`config.mk`:
```
export PLATFORM = sky130hd
export DESIGN_NAME = sipo_receiver_flat
export DESIGN_NICKNAME = d
export VERILOG_FILES = /design/src/rtl/sipo_receiver_pkg.sv /design/src/rtl/sipo_receiver_if.sv /design/src/rtl/sipo_shift_reg.sv /design/src/rtl/sipo_receiver.sv /design/src/flat_wrapper.sv
export SDC_FILE = /design/constraint.sdc
export NUM_CORES = 1
export LEC_CHECK = 0
export ABC_AREA = 1
export CAP_MARGIN = 25
export CORE_AREA = 4 4 41 43
export DETAILED_ROUTE_END_ITERATION = 6
export DIE_AREA = 0 0 45 47
export GPL_TIMING_DRIVEN = 0
export PLACE_DENSITY = 0.64
export SLEW_MARGIN = 10
export SYNTH_ARGS = -nofsm -noshare
export SYNTH_HDL_FRONTEND = slang
export SYNTH_SLANG_ARGS = --single-unit
```
`constraint.sdc`:
```
create_clock -name Clk -period 1.5 [get_ports Clk]
set_input_delay 0.3 -clock Clk [delete_from_list [all_inputs] [get_ports Clk]]
set_output_delay 0.3 -clock Clk [all_outputs]
set_load 0.02 [all_outputs]
```
`src/rtl/sipo_receiver_pkg.sv`:
```
// rtl/sipo_receiver_pkg.sv - shared state encoding and defaults for the SIPO receiver
package sipo_pkg;

    typedef enum logic {
        IDLE  = 1'b0,
        SHIFT = 1'b1
    } state_t;

    localparam int DEFAULT_WIDTH = 4;

endpackage

```
`src/rtl/sipo_receiver_if.sv`:
```
// rtl/sipo_receiver_if.sv - serial line and parallel word handshake bundle
interface sipo_receiver_if #(
    parameter int WIDTH = sipo_pkg::DEFAULT_WIDTH
);
    logic             sel;
    logic             Din;
    logic             Dout_ready;
    logic [WIDTH-1:0] Dout;
    logic             Dout_valid;
    logic             frame_err;
    logic             overrun;

    modport master (
        input  sel, Din, Dout_ready,
        output Dout, Dout_valid, frame_err, overrun
    );

    modport slave (
        output sel, Din, Dout_ready,
        input  Dout, Dout_valid, frame_err, overrun
    );
endinterface

```
`src/rtl/sipo_shift_reg.sv`:
```
// rtl/sipo_shift_reg.sv - serial-in shift register exposing the post-shift word
module sipo_shift_reg
    import sipo_pkg::*;
#(
    parameter int WIDTH     = DEFAULT_WIDTH,
    parameter bit MSB_FIRST = 1'b1
) (
    input  logic             clk,
    input  logic             clr,
    input  logic             en,
    input  logic             din,
    output logic [WIDTH-1:0] q_next
);

    logic [WIDTH-1:0] q;

    // q_next lets the owner capture a word on the same edge that samples its last bit
    generate
        if (MSB_FIRST) begin : g_msb
            assign q_next = {q[WIDTH-2:0], din};
        end else begin : g_lsb
            assign q_next = {din, q[WIDTH-1:1]};
        end
    endgenerate

    always_ff @(posedge clk) begin
        if (clr) begin
            q <= '0;
        end else if (en) begin
            q <= q_next;
        end
    end

endmodule

```
`src/rtl/sipo_receiver.sv`:
```
// rtl/sipo_receiver.sv - framed serial-to-parallel receiver with valid/ready output buffer
module sipo_receiver
    import sipo_pkg::*;
#(
    parameter int WIDTH     = DEFAULT_WIDTH,
    parameter bit MSB_FIRST = 1'b1
) (
    input  logic           Clk,
    input  logic           reset,
    sipo_receiver_if.master bus
);

    localparam int CW = $clog2(WIDTH);
    localparam logic [CW-1:0] LAST = CW'(WIDTH - 1);

    state_t           state;
    logic [CW-1:0]    count;
    logic [WIDTH-1:0] word_next;
    logic             shift_en;
    logic             abort;
    logic             complete;
    logic             accept;

    assign shift_en = ~bus.sel;
    assign abort    = (state == SHIFT) && bus.sel;
    assign complete = (state == SHIFT) && ~bus.sel && (count == LAST);
    assign accept   = bus.Dout_valid && bus.Dout_ready;

    sipo_shift_reg #(
        .WIDTH     (WIDTH),
        .MSB_FIRST (MSB_FIRST)
    ) u_shift (
        .clk    (Clk),
        .clr    (reset || abort),
        .en     (shift_en),
        .din    (bus.Din),
        .q_next (word_next)
    );

    always_ff @(posedge Clk) begin
        if (reset) begin
            state          <= IDLE;
            count          <= '0;
            bus.Dout       <= '0;
            bus.Dout_valid <= 1'b0;
            bus.frame_err  <= 1'b0;
            bus.overrun    <= 1'b0;
        end else begin
            bus.frame_err <= 1'b0;
            case (state)
                IDLE: begin
                    if (!bus.sel) begin
                        count <= CW'(1);
                        state <= SHIFT;
                    end
                end
                SHIFT: begin
                    if (bus.sel) begin
                        count         <= '0;
                        state         <= IDLE;
                        bus.frame_err <= 1'b1;
                    end else if (count == LAST) begin
                        count <= '0;
                        state <= IDLE;
                    end else begin
                        count <= count + CW'(1);
                    end
                end
                default: begin
                    count <= '0;
                    state <= IDLE;
                end
            endcase

            // A word finishing while the buffer is held is dropped, not queued
            if (complete) begin
                if (!bus.Dout_valid || bus.Dout_ready) begin
                    bus.Dout       <= word_next;
                    bus.Dout_valid <= 1'b1;
                end else begin
                    bus.overrun <= 1'b1;
                end
            end else if (accept) begin
                bus.Dout_valid <= 1'b0;
            end
        end
    end

endmodule

```
`src/flat_wrapper.sv`:
```
// flat-port wrapper written by rule: the top's interface ports become plain ports
module sipo_receiver_flat import sipo_pkg::*;
#(
    parameter int WIDTH     = DEFAULT_WIDTH,
    parameter bit MSB_FIRST = 1'b1
)
  (Clk, reset, bus_sel, bus_Din, bus_Dout_ready, bus_Dout, bus_Dout_valid, bus_frame_err, bus_overrun);
  sipo_receiver_if #(.WIDTH(WIDTH)) bus_i ();
  input  logic Clk;
  input  logic reset;
  input wire logic [$bits(bus_i.sel)-1:0] bus_sel;
  input wire logic [$bits(bus_i.Din)-1:0] bus_Din;
  input wire logic [$bits(bus_i.Dout_ready)-1:0] bus_Dout_ready;
  output wire logic [$bits(bus_i.Dout)-1:0] bus_Dout;
  output wire logic [$bits(bus_i.Dout_valid)-1:0] bus_Dout_valid;
  output wire logic [$bits(bus_i.frame_err)-1:0] bus_frame_err;
  output wire logic [$bits(bus_i.overrun)-1:0] bus_overrun;
  assign bus_i.sel = bus_sel;
  assign bus_i.Din = bus_Din;
  assign bus_i.Dout_ready = bus_Dout_ready;
  assign bus_Dout = bus_i.Dout;
  assign bus_Dout_valid = bus_i.Dout_valid;
  assign bus_frame_err = bus_i.frame_err;
  assign bus_overrun = bus_i.overrun;
  sipo_receiver #(.WIDTH(WIDTH), .MSB_FIRST(MSB_FIRST)) u_core (.Clk(Clk), .reset(reset), .bus(bus_i));
endmodule
```
* Word-level counts from Yosys, hierarchy flattened *
Cells that the tools add are included.

cells by class
  $add $sub $neg = 1
  equality and inequality tests = 3
  multiplexer cells = 12
  bitwise operators = 3
  reduce and logical (&&, ||, !) cells = 12

operator list
  cell                                                           count
  1-bit 2-to-1 mux                                               7
  2-bit 2-to-1 mux                                               3
  2-bit AND reduction                                            3
  1-bit logical AND                                              4
  2-bit inequality test, second input constant                   2
  2-bit one-hot mux with 2 select lines                          1
  1-bit inverter                                                 3
  2-bit by 1-bit adder with 2-bit output, second input constant  1
  2-bit == test, second input constant                           1
  1-bit logical OR                                               2
  1-bit one-hot mux with 2 select lines                          1
  2-bit nonzero test                                             1
  2-bit OR reduction                                             1
  1-bit zero test                                                1

storage, ports and cells
  register bits after elaboration = 13
  input port bits = 5
  output and inout port bits = 7
  word-level logic and storage cells = 38

* Logic depth before layout (Yosys ltp) *
  depth in word-level cells = 5
  mapped depth = 6
  mapped depth without buffers = 6

* Modules after synthesis *
A second synthesis with hierarchy kept.

unflattened totals
  cell total of the unflattened synthesis = 74
  area, all modules = 523.0 µm²

modules (own cells, without submodules)
  module          instances  cells an instance  area each (µm²)  sequential area each (µm²)
  sipo_receiver   1          54                 395.4            200.2
  sipo_shift_reg  1          20                 127.6            60.1

* Worst setup path after synthesis *
Ideal clock, no wire load.

  path type = register -> register
  start point = reg u_core.count[0]
  end point = reg u_core.bus.Dout[0]
  library setup time = 113 ps
  arrival = 895 ps
  data required time = 1387 ps
  path slack = 492 ps
  cell stages (with the launch flop) = 7
  path buffers = 0
  period minus slack after synthesis = 1008 ps
  cell sequence = dfxtp_1 > ha_1 > nand2_1 > nor2_2 > nand3_1 > nand2_1 > nor2_1

between the ends
  cells in the longest elaborated chain, start to end = 3

RTL lines
  item                                  line                    RTL
  start: declaration                    sipo_receiver.sv:17     logic [CW-1:0] count;
  start signal: assignment              sipo_receiver.sv:66     count <= count + CW'(1);
  2-bit == test                         sipo_receiver.sv:26     assign complete = (state == SHIFT) && ~bus.sel && (count == LAST);
  1-bit logical AND                     sipo_receiver.sv:26
  2-bit AND reduction (no source line)  --
  end signal: assignment                sipo_receiver.sv:78     bus.Dout <= word_next;
  end: declaration                      sipo_receiver_if.sv:15  output Dout, Dout_valid, frame_err, overrun

No other way between the ends.
A chain may end at the register's enable or synchronous reset.

* Final worst setup path *
  start point = reg u_core.bus.Dout_valid
  end point = out bus_Dout_valid

RTL lines
  item                      line                    RTL
  start: declaration        sipo_receiver_if.sv:15
  start signal: assignment  sipo_receiver.sv:45     bus.Dout_valid <= 1'b0;
  start signal: assignment  sipo_receiver.sv:79     bus.Dout_valid <= 1'b1;
  start signal: assignment  sipo_receiver.sv:84     bus.Dout_valid <= 1'b0;
  end: declaration          flat_wrapper.sv:15      output wire logic [$bits(bus_i.Dout_valid)-1:0] bus_Dout_valid;

No word-level cell between the ends.

==> metrics.csv <==
stage,metric,value,unit
status,status,"complete, no violations",
drt,Vias/cell,4.490,
timing,Setup TNS,0,ns
worst_setup_path,Slowest cell on crit path,dfxtp_1,
power,share of power burned in combinational logic,0.070,
placement,routability-driven placement congestion ratio,0.7579,
logic_synthesis,Yosys cell types,14,
worst_setup_path,R2R setup slack,0.38,ns
placement,placed cell areas,638.1,um^2
drt,antenna-violating nets left,0,
placement,DP HPWL,671.8,um
drt,vias,431,
layout,ratio of cells with drive above 1 in the final layout,0.09877,
global_routing,initial antenna violation count,0,
global_routing,gr ovfl total,0,
worst_setup_path,CP top delay family,flip-flops,
worst_setup_path,critical register-to-register path startpoint,u_core.count[0],
power,Net Sw Frac,0.2294,
power,switching power,141.5,uW
global_routing,GRT Util Overall,0.1002,
layout,Register Area,260.3,um^2
worst_setup_path,CP endpoint kind,output port,
drt,Initial DRT Pass Iterations,4,
timing,measured slew at the worst slew-check pin,0.2793,ns
timing,"Hold Vio Cnt, Final",0,
clocking,clk sinks,13,
timing,minimum clock period,1.262,ns
clocking,CTS tree,built,
worst_setup_path,Slowest Stage Delay on Critical Path,0.34,ns
power,Power Density,941.0,nW/um^2
timing,max frequency,792.2,MHz
worst_setup_path,"Buf+Inv Stages, Crit Path",1,
worst_setup_path,Crit Path Class,reg2out,
min_path,hold depth,2,
clocking,Skew-Pair Late Insertion Delay,0.28,ns
min_path,Worst Hold Launch,u_core.u_shift.q[2],
clocking,H-tree depth,1,
logic_synthesis,Synth Register Bits,13,
logic_synthesis,syn_nets,72,
logic_synthesis,Compound-Gate Fraction of Synth Area,0.09582,
clocking,Post-CTS Setup Bufs,0,
clocking,TritonCTS buffer count,3,
power,share of power burned in registers,0.581,
logic_synthesis,sequential share of the synthesized area,0.5111,
worst_setup_path,type of origin of the critical path,register,
floorplanning,CORE AREA,1301,um^2
logic_synthesis,xor/xnor share of the synthesized area,0,
power,Static Leakage,0.2948,nW
floorplanning,I/O Pins,12,
layout,# nets final,88,
drt,Post-route DRC,0,
floorplanning,Die Span Y,47,um
power,Worst VDD drop,0.0004974,V
timing,max_slew headroom,0.8132,
logic_synthesis,adder-cell share of the synthesized area,0.02457,
clocking,Clock Pin Slew Worst Setup and Hold Paths,0.08,ns
worst_setup_path,WP data arrival,0.96,ns
power,total power,617.0,uW
power,Int Power,475.4,uW
timing,RSZ-0062 raised after global routing,no,
global_routing,largest net degree at the start of global routing,9,
worst_setup_path,reg2reg end,u_core.bus.Dout[0],
layout,Multi-input gate area,209.0,um^2
worst_setup_path,Worst Path Max Fanout,3,
logic_synthesis,Netlist Area Pre-Place,509.2,um^2
worst_setup_path,CP Data Required Time,1.20,ns
clocking,CTS root buffer,clkbuf_4,
clocking,Longest Clk Path Bufs,2,
layout,synth-to-layout area growth,28.75,%
placement,IO Port Bufs,11,
floorplanning,initial core utilization,0.3913,
global_routing,global-route wire length before repair,1.435,mm
min_path,Hold Crit Class,reg2reg,
run,max_cap viols,0,
layout,FILL cells,144,
logic_synthesis,Mapped Cells,66,
drt,WL final,838,um
worst_setup_path,R2R depth,6,
floorplanning,full die area,2115,um^2
timing,clock skew,0.01026,ns
logic_synthesis,Synth Area in Simple Gates,0.2899,
min_path,worst hold endpoint,u_core.u_shift.q[2],
logic_synthesis,proportion of synthesized area in mux cells,0,
global_routing,vias in the first global route,354,
drt,drt wl/cell,8.729,um
logic_synthesis,Post-Synthesis Mean Instance Area,7.716,um^2
floorplanning,site row count,13,
worst_setup_path,cell-by-cell listing of the critical path,dlygate4sd2_1,
timing,Tcrit/Tclk final,0.8416,
timing,max-slew violation count,0,
floorplanning,die width,45,um
layout,number of antenna diodes,0,
logic_synthesis,largest family of logic cells by synthesized area,simple AND/OR/NAND/NOR gates,
timing,setup violators final,0,
layout,post-route cell area,655.6,um^2
logic_synthesis,synth warn,0,
drt,DRT iter0 DRCs,7,
power,clock share of power,0.349,
-- synth_stat cells --
| library cell | count | area share |
|---|---|---|
| nand2_1 | 14 | 0.10 |
| nor2_4 | 1 | 0.022 |
| nand3_2 | 1 | 0.020 |
| inv_4 | 1 | 0.012 |
| inv_1 | 9 | 0.066 |
| a21oi_1 | 7 | 0.069 |
| o21ai_2 | 1 | 0.017 |
| dfxtp_1 | 13 | 0.51 |
| nor3_1 | 1 | 0.0098 |
| nor2_1 | 10 | 0.074 |
| o21ai_1 | 1 | 0.0098 |
| nor2_2 | 1 | 0.012 |
| ha_1 | 1 | 0.025 |
| nand3_1 | 5 | 0.049 |
-- registers in the layout, summed over array words and instances, names as in the netlist --
| signal | cells |
|---|---|
| u_core.state | 1 |
| u_core.u_shift.q | 3 |
| u_core.bus.overrun | 1 |
| u_core.count | 2 |
| u_core.bus.Dout_valid | 1 |
| u_core.bus.frame_err | 1 |
| u_core.bus.Dout | 4 |
-- stage by stage --
step | utilization | setup WS (ns) | instances | hold WS, ns
2_1_floorplan | - | 0.4924 | 66 | 0.3691
3_3_place_gp | 0.4904 | 0.03482 | 92 | 0.4495
3_5_place_dp | 0.4904 | 0.03553 | 92 | 0.4555
4_1_cts | 0.5038 | 0.2232 | 96 | 0.4662
5_1_grt | 0.5038 | 0.1846 | 96 | 0.4784
6_report | 0.5038 | 0.2376 | 96 | 0.4637
-- repair_timing --
item / in CTS / in global routing
setup endpoints to repair: 7 / 0
gates resized for setup: 7 / 0
hold buffers: 0 / 0
-- placed cells by master, fill, tap and decap left out, drive strengths merged --
| master | synthesis | final |
|---|---|---|
| o21ai | 2 | 2 |
| clkdlybuf4s50 | 0 | 4 |
| nand3 | 6 | 6 |
| nor2 | 12 | 12 |
| ha | 1 | 1 |
| a21oi | 7 | 7 |
| dfxtp | 13 | 13 |
| clkbuf | 0 | 4 |
| nand2 | 14 | 14 |
| inv | 10 | 10 |
| nor3 | 1 | 1 |
| dlygate4sd2 | 0 | 7 |
-- worst max path at each step --
stage / endpoint / startpoint / cells past startpoint / slack, ns
2_1_floorplan: u_core.bus.Dout[0] / u_core.count[0] / 6 / 0.49
4_1_cts: bus_Dout_valid / u_core.bus.Dout_valid / 1 / 0.22
6_report: bus_Dout_valid / u_core.bus.Dout_valid / 1 / 0.24
3_5_place_dp: u_core.bus.Dout[2] / bus_sel / 6 / 0.04
5_1_grt: bus_Dout_valid / u_core.bus.Dout_valid / 1 / 0.18
3_3_place_gp: u_core.bus.Dout[3] / bus_sel / 6 / 0.03
-- routing by layer --
layer | GRT usage | wire length, um | vias up
li1 | - | - | 235
met1 | 0.1206 | 416 | 182
met2 | 0.1412 | 323 | 12
met4 | 0.08772 | 22 | 0
met3 | 0.03448 | 76 | 2
met5 | 0 | 0 | -
-- power groups by stage --
stage	clock network, mW	logic [mW]	registers [mW]
after floorplan	0	0.0223	0.367
after global placement	0	0.0441	0.366
after CTS	0.225	0.0438	0.359
after detailed placement	0	0.0444	0.367
final	0.215	0.0432	0.359
after global routing	0.238	0.0499	0.360
-- tightest hold or removal path: stages (launching register included) --
cell     delay [ns]
dfxtp_1        0.31
nand2_1        0.05
a21oi_1        0.06
-- area by class of cell --
type / instances / share of cell area
flip-flops and latches: 13 / 0.3969
multi-input cells: 43 / 0.3187
repair buffers: 11 / 0.1546
inverters: 10 / 0.06107
clock buffers: 4 / 0.04008
well taps: 15 / 0.02863
-- cell families after synthesis --
logic type	after synthesis
compound gates	9
flops	13
simple gates	33
fa+ha+maj	1
buf+inv	10
No activity file was read; power rests on OpenSTA's default activity.
